==> src/rtl/counter_pkg.sv <==
// Shared types and helpers for the counter component library.
package counter_pkg;

  typedef enum logic {DIR_DOWN = 1'b0, DIR_UP = 1'b1} dir_e;
  typedef enum logic {MODE_WRAP = 1'b0, MODE_SAT = 1'b1} ovf_mode_e;

  // Width of a counter holding 0..n-1, never narrower than one bit.
  function automatic int clog2_min1(input int n);
    return (n <= 2) ? 1 : $clog2(n);
  endfunction

endpackage

==> src/rtl/mod_updown_counter_en_prescaler.sv <==
// Enable prescaler: tick on every PRESCALE-th en cycle; restart returns it to 0.
// Latency: tick is combinational from en and the registered phase.
module en_prescaler
  import counter_pkg::*;
#(
  parameter int PRESCALE = 1
) (
  input  logic clk,
  input  logic reset,
  input  logic en,
  input  logic restart,
  output logic tick
);

  localparam int W = clog2_min1(PRESCALE);
  localparam logic [W-1:0] LAST = W'(PRESCALE - 1);

  logic [W-1:0] phase;

  assign tick = en && (phase == LAST);

  // With PRESCALE=1 LAST is 0, so phase never leaves 0 and tick == en.
  always_ff @(posedge clk or posedge reset) begin
    if (reset) begin
      phase <= '0;
    end else if (restart) begin
      phase <= '0;
    end else if (en) begin
      phase <= tick ? '0 : phase + W'(1);
    end
  end

endmodule

==> src/rtl/mod_updown_counter.sv <==
// Up/down modulus counter with load, clear, wrap/saturate and enable prescaler; 1 clk latency.
// Optional sticky overflow flag (ovf/ovf_clr) under MOD_COUNTER_STICKY_OVF_EN.
module mod_updown_counter
  import counter_pkg::*;
#(
  parameter int SIZE     = 4,
  parameter int PRESCALE = 1
) (
  input  logic            clk,
  input  logic            reset,
  input  logic            clr,
  input  logic            en,
  input  logic            up_dn,
  input  logic            load,
  input  logic [SIZE-1:0] load_val,
  input  logic [SIZE-1:0] max_val,
  input  logic            sat_mode,
  output logic [SIZE-1:0] cur_count,
  output logic            tc,
  output logic            wrap
`ifdef MOD_COUNTER_STICKY_OVF_EN
  ,
  input  logic            ovf_clr,
  output logic            ovf
`endif
);

  dir_e            dir;
  ovf_mode_e       mode;
  logic            tick;
  logic [SIZE-1:0] step_val;
  logic            step_wrap;
  logic            step_over;

  assign dir  = dir_e'(up_dn);
  assign mode = ovf_mode_e'(sat_mode);
  assign tc   = (dir == DIR_UP) ? (cur_count == max_val) : (cur_count == '0);

  en_prescaler #(.PRESCALE(PRESCALE)) u_prescaler (
    .clk     (clk),
    .reset   (reset),
    .en      (en),
    .restart (clr | load),
    .tick    (tick)
  );

  // step_over marks a step refused at a boundary in saturate mode.
  always_comb begin
    step_val  = cur_count;
    step_wrap = 1'b0;
    step_over = 1'b0;
    if (dir == DIR_UP) begin
      if (cur_count < max_val) begin
        step_val = cur_count + SIZE'(1);
      end else if (mode == MODE_SAT) begin
        step_val  = max_val;
        step_over = 1'b1;
      end else begin
        step_val  = '0;
        step_wrap = 1'b1;
      end
    end else begin
      if (cur_count > max_val) begin
        step_val = max_val;
      end else if (cur_count != '0) begin
        step_val = cur_count - SIZE'(1);
      end else if (mode == MODE_SAT) begin
        step_over = 1'b1;
      end else begin
        step_val  = max_val;
        step_wrap = 1'b1;
      end
    end
  end

  always_ff @(posedge clk or posedge reset) begin
    if (reset) begin
      cur_count <= '0;
      wrap      <= 1'b0;
    end else if (clr) begin
      cur_count <= '0;
      wrap      <= 1'b0;
    end else if (load) begin
      cur_count <= (load_val > max_val) ? max_val : load_val;
      wrap      <= 1'b0;
    end else if (tick) begin
      cur_count <= step_val;
      wrap      <= step_wrap;
    end else begin
      wrap      <= 1'b0;
    end
  end

`ifdef MOD_COUNTER_STICKY_OVF_EN
  // A set on the same edge as ovf_clr wins.
  always_ff @(posedge clk or posedge reset) begin
    if (reset) begin
      ovf <= 1'b0;
    end else if (!clr && !load && tick && (step_wrap || step_over)) begin
      ovf <= 1'b1;
    end else if (ovf_clr) begin
      ovf <= 1'b0;
    end
  end
`endif

endmodule
==> config.mk <==
export PLATFORM = sky130hd
export DESIGN_NAME = mod_updown_counter
export DESIGN_NICKNAME = d
export VERILOG_FILES = /design/src/rtl/counter_pkg.sv /design/src/rtl/mod_updown_counter_en_prescaler.sv /design/src/rtl/mod_updown_counter.sv
export SDC_FILE = /design/constraint.sdc
export NUM_CORES = 1
export LEC_CHECK = 0
export BUFFER_PORTS_ARGS = -buffer_cell sky130_fd_sc_hd__buf_2
export CORE_ASPECT_RATIO = 1.1
export CORE_UTILIZATION = 46
export CTS_CLUSTER_SIZE = 16
export DETAILED_ROUTE_END_ITERATION = 10
export GPL_TIMING_DRIVEN = 0
export PLACE_DENSITY = 0.74
export SYNTH_ARGS = -nofsm -noshare
export SYNTH_HDL_FRONTEND = slang
export SYNTH_SLANG_ARGS = --single-unit
==> constraint.sdc <==
create_clock -name clk -period 1.8 [get_ports clk]
set_input_delay 0.18 -clock clk [delete_from_list [all_inputs] [get_ports clk]]
set_output_delay 0.18 -clock clk [all_outputs]
set_load 0.05 [all_outputs]
==> metrics.txt, run 1 <==
outcome=finished with violations; failing checks=setup timing; largest net degree at the start of global routing=11; post-synthesis compound-gate area fraction=between 20% and 30%; die area=~1900 sq um; Synth Net Count=around 120; Die Ht=around 46 microns; # nets final=approximately 160; TritonCTS clock tree=yes; initial core utilization=approximately 50%; area occupied by multi-input gates=about 730 sq um; Area growth syn-to-layout=44.2%; PnR Total Power=0.000944 W; DR iter-0 viols=15; setup ws final=-130 ps; Wirelength per Cell=between 15 and 20 microns; Root Buffer=clkbuf_4; Least-Margin Pin Slew=519 ps; Commonest cells post-synth=11 x inv_1, 10 x ha_1, 8 x nor2_1, 7 x a21oi_1; worst endpoint required time=~1900 ps; RSZ-0062 raised after global routing=yes; dpl hpwl=1.61 mm; initial antenna violation count=0; Reg area=155 sq um; global-route wire length before repair=around 3.8 mm; first-pass detailed-route iteration total=4; H-tree depth=1; area leader, netlist=dfrtp_1; CP bufs+invs=2; Cell Pwr Density=between 800 and 900 nW/um^2; post-synthesis mux area share=between 8 and 9%; type of origin of the critical path=flop; crit-path leading delay family=compound AO/OA/AOI/OAI gates; critical path class=reg2reg; Final setup viols=6; Max-Cap Viols=0; Synth Warn #=0; period utilization=107%; drt total wl=roughly 2.4 mm; WHS Path Cells=2; # IOs=21; IO Port Bufs=19; xor and xnor area share after synthesis=under 10%; Worst Clk Skew=4.64 ps; Max Fclk=between 500 and 600 MHz; syn_area_per_cell=around 8.3 sq um; layout cells sized above 1=45.0%; leakage=~0.56 nW; crit-path cells=inv_1 > ha_1 > nand4_1 > buf_4 > o21ai_4 > a41o_4 > a221o_1; Final Hold Fails=0; DR vias/cell=6.05; CTS sink cnt=6; worst skew pair latency=roughly 240 ps; Crit. path cell count=7; Die W=42.1 microns; Mapped Cells=~100; Residual DRC=0; grt total ovfl=0; combinational family with the most area after synthesis=compound AO/OA/AOI/OAI gates; Async S/R FF share, synth=between 90% and 100%; Worst R2R Setup Slack=-130 ps; Worst-path clk slew=approximately 40 ps; CP max FO=7; core box area=~1600 sq um; Critical Path Sink Type=flop; CTS buffer count=3; Setup Slack @ Placement=-255 ps; GRT Util Overall=26.3%; hold crit path type=in2reg; Ant. Diodes=0; Synth Flop Type=dfrtp_1; clk buf depth=2; Fillers=between 100 and 150; WHS Endpoint=u_prescaler.phase; top cells by area, synth=dfrtp_1 18%, ha_1 15%, mux2i_1 7.4%; Peak supply drop=0.000523 V; reg-to-reg endpoint=cur_count[2]; share of the synthesized area in the top cell type=18.5%; Routability Congestion=slightly above 0.9; routed via count=896; most frequent cell after synthesis=inv_1; slowest stage cell, crit path=dfrtp_2; final worst path period need=1930 ps; Final ANT Viol Nets=0; Seq/Total Area, Yosys=between 15 and 20%; Reg2Reg Depth=7; crit path DAT=2060 ps; CP max stage delay=approximately 410 ps; Unique masters post-synth=39; EDFF count, synth=0; max_slew headroom=around two thirds; Worst Hold Launch=en; cell area after synthesis=812 sq um; Post-Synth Adder-Cell Area=15.4%; row count=15; reg2reg start=cur_count[0]; Synth Register Bits=6; vias in the first global route=between 800 and 900; Synth Area in Simple Gates=22.0%; Slew Limit Fails=0
through the flow:
stage | instances | TNS (ps) | cell area [sq um] | hold WS (ps) | utilization [%]
2_1_floorplan | 98 | -760 | 855 | -29.3 | -
3_3_place_gp | 134 | -760 | 971 | 99.2 | 60.2
3_5_place_dp | 134 | -915 | 971 | 106 | 60.2
4_1_cts | 144 | -347 | 1110 | 108 | 69.1
5_1_grt | 148 | -757 | 1170 | 113 | 72.6
6_report | 148 | -473 | 1170 | 113 | 72.6
power by group:
group          total (W)  internal [W]  switching [W]
combinational   0.000648      0.000292       0.000356
clock           0.000122     0.0000753      0.0000465
sequential      0.000175      0.000155      0.0000200
registers in the layout, indices dropped and copies added, names as in the netlist:
register / flops
u_prescaler.phase: 1
wrap: 1
cur_count: 4
worst reg2reg max path, stage by stage, from the launching register on:
cell and delay (ps):
dfrtp_2 410, inv_1 100, ha_1 240, nand4_1 180
buf_4 180, o21ai_4 80, a41o_4 290, a221o_1 350
cell usage in the layout (no fill, tap or decap), types with 4 or more instances in the layout:
cell,Yosys,routed
buf_2,2,20
buf_4,0,10
dfrtp_2,0,4
ha_1,10,7
inv_1,11,11
mux2i_1,6,6
nor2_1,8,7
nor3_1,4,4
layout make-up:
class / instances / area share, %
plain buffers: 2 / 0.855
multi-input cells: 79 / 62.7
flip-flops and latches: 6 / 13.2
repair buffers: 30 / 15.9
inverters: 11 / 3.53
clock buffers: 3 / 1.92
well taps: 17 / 1.82
logic make-up (layout without fill, tap and decap cells):
group / after synthesis / after routing
flip-flops: 6 / 6
XOR/XNOR: 3 / 3
buffers and inverters: 13 / 46
AND/OR/NAND/NOR: 31 / 31
multiplexers: 7 / 7
AO/OA/AOI/OAI: 28 / 28
adder cells (fa/ha/maj): 10 / 10
layer usage:
| layer | wire length [microns] | track usage (%) | up-vias |
|---|---|---|---|
| li1 | - | - | 428 |
| met1 | 1050 | 30.9 | 436 |
| met2 | 1250 | 48.4 | 28 |
| met3 | 75 | 7.06 | 4 |
| met4 | 30 | 6.25 | 0 |
| met5 | 0 | 0 | - |
worst max path at each step:
stage / startpoint / endpoint / slack (ps)
after global routing: cur_count[0] / cur_count[2] / -170
final: cur_count[0] / cur_count[2] / -130
after CTS: cur_count[1] / cur_count[2] / -140
after global placement: cur_count[1] / cur_count[1] / -220
after floorplan: cur_count[1] / cur_count[2] / -210
after detailed placement: cur_count[3] / cur_count[3] / -260
timing repair:
action,in CTS,in global routing
setup buffers,6,4
resized for setup,14,5
pin swaps,10,6
endpoints found under the setup margin,5,5
hold buffers,1,0
hold endpoints to repair,6,0
No activity file was read; power rests on OpenSTA's default activity.
==> run 2, diff against run 1 <==
CORE_UTILIZATION = 51   (was 46)
PLACE_DENSITY = 0.77   (was 0.74)
clock period = 2 ns   (was 1.8 ns; I/O delays follow)
==> run 2 against run 1 <==
Net effect:
- the flow now finishes without violations
- first-iteration DRC count unchanged
- total power decreased by 17%
- die area down 9.4%
- flip-flop and latch count did not move
- clock power about the same
- via count down 2.5%
- final cell count fell by 1.4%
- non-clock buffer count shrank 2
- clock skew fell by 2.3 ps
- utilization grew 4.2 points
- wire length shrank 15%
- worst setup slack improved by 200 ps
==> metrics.txt, run 2 (synthesized netlist as in run 1, its figures left out) <==
outcome=finished clean; Final Hold Fails=0 (unchanged); CP max FO=4 (-3); CTS buffer count=3 (unchanged); DP Area=948 sq um (-2.3%); Area growth syn-to-layout=34.1%; max reg flops=4 (unchanged); Worst Clk Skew=2.31 ps (-2.33 ps); clk buf depth=2 (unchanged); slowest stage cell, crit path=dfrtp_2; Final setup viols=0 (-6); Max Fclk=517 MHz (-0.18%); final instance area=1090 sq um (-7.1%); Root Buffer=clkbuf_4; initial core utilization=57.2% (+6.9 points); crit path DAT=2090 ps (+30 ps); first-pass detailed-route iteration total=4 (unchanged); max_slew headroom=65.4% (about the same); Routability Congestion=0.911 (+0.70%); DR vias/cell=5.99 (-1.1%); CP max stage delay=430 ps (+20 ps); # nets final=156 (-1.3%); critical path class=reg2reg; DR iter-0 viols=15 (unchanged); Final ANT Viol Nets=0 (unchanged); period utilization=96.7% (-11 points); worst endpoint required time=2150 ps (+220 ps); Critical Path Sink Type=flop; die area=1760 sq um (-9.4%); CTS sink cnt=6 (unchanged); layout cells sized above 1=38.5% (-6.6 points); WHS Path Cells=2 (unchanged); TritonCTS clock tree=yes; largest net degree at the start of global routing=11 (unchanged); commonest non-fill, non-tap cells in the layout=20 x buf_2, 11 x inv_1, 8 x ha_1, 8 x buf_4, 7 x nor2_1; H-tree depth=1 (unchanged); core box area=1420 sq um (-12%); post-layout util=76.7% (+4.2 points); Wirelength per Cell=14.0 microns (-14%); Ant. Diodes=0 (unchanged); Max-Cap Viols=0 (unchanged); Worst-path clk slew=50 ps (about the same); type of origin of the critical path=flop; commonest non-fill, non-tap cell in the layout=buf_2; largest registers=cur_count: 4 flops, u_prescaler.phase: 1 flops, wrap: 1 flops; Worst R2R Setup Slack=70 ps (+200 ps); Peak supply drop=0.000551 V (+5.2%); CP bufs+invs=0 (-2); row count=14 (-1); global-route wire length before repair=3.19 mm (-16%); routed via count=874 (-2.5%); worst skew pair latency=240 ps (about the same); Largest Register=cur_count; # IOs=21 (unchanged); grt total ovfl=0 (unchanged); PnR Total Power=0.000788 W (-17%); dpl hpwl=1.52 mm (-5.4%); Die W=40.0 microns (-4.8%); hold crit path type=in2reg; Slew Limit Fails=0 (unchanged); crit-path leading delay family=compound AO/OA/AOI/OAI gates; Cell Pwr Density=724 nW/um^2 (-10%); leakage=0.541 nW (-4.0%); DP Cell Count=133 (-0.75%); GRT Util Overall=26.0% (-0.25 points); IO Port Bufs=19 (unchanged); Reg2Reg Depth=7 (unchanged); final worst path period need=1930 ps (+3.56 ps); Crit. path cell count=7 (unchanged); vias in the first global route=780 (-7.3%); Die Ht=43.9 microns (-4.8%); crit-path cells=ha_1 > a21o_4 > a22o_1 > a21oi_2 > mux2i_1 > a2bb2oi_1 > a21oi_1; Residual DRC=0 (unchanged); initial antenna violation count=0 (unchanged); non-filler cells, final=146 (-1.4%); drt total wl=2.05 mm (-15%); Least-Margin Pin Slew=519 ps (-0.648 ps)
## run 2: cell count changes in the layout (fill, tap and decap cells not counted), sizes merged
cell,delta
clkbuf,+2
buf,-3
## run 2: worst register-to-register path: cells and delay by family, from the launching register on
kind	cells	cell delay (ps)
flops	1	430
compound gates	5	880
mux	1	200
fa+ha+maj	1	340
## run 2: final cells by class
class	count	area, sq um
repair buffers	28	168
flip-flops and latches	6	155
fillers	105	330
clock buffers	4	26.3
multi-input cells	79	668
plain buffers	2	10.0
well taps	16	20.0
inverters	11	41.3
## run 2: what timing repair did
action                                  in CTS  in global routing
hold endpoints to repair                     6                  0
pin swaps                                    1                  3
gates resized for setup                      1                 10
endpoints found under the setup margin       3                  5
cloned                                       0                  0
hold buffers                                 1                  0
setup buffers                                2                  6
## run 2: final timing paths
check,from,endpoint
max in group asynchronous,reset,cur_count[3]
min in group asynchronous,reset,wrap
setup reg to reg,cur_count[3],cur_count[3]
hold / removal,en,u_prescaler.phase
hold reg to reg,u_prescaler.phase,u_prescaler.phase
setup / recovery,cur_count[3],cur_count[3]
## run 2: per-stage QoR
stage | setup WS (ps) | TNS (ps) | hold WS [ps]
global route | -14.7 | -14.7 | 123
global placement | -45.0 | -80.7 | 118
detailed placement | -103 | -186 | 125
floorplan | -70.8 | -70.8 | -9.31
finish | 66.5 | 0 | 129
CTS | 0.123 | 0 | 122
## run 2: metal layers
layer  GRT usage, %  vias up  part of all wire [%]
met5              0        -                     0
met1           33.5      408                    44
met4           6.90        0                  0.98
met2           42.9       39                    49
li1               -      425                     -
met3           5.13        2                   5.1
## run 2: where the power goes
part | total (W) | internal, W | switching, W
Sequential | 0.000159 | 0.000139 | 0.0000199
Clock | 0.000121 | 0.0000757 | 0.0000453
Combinational | 0.000508 | 0.000226 | 0.000281
Total | 0.000788 | 0.000441 | 0.000347
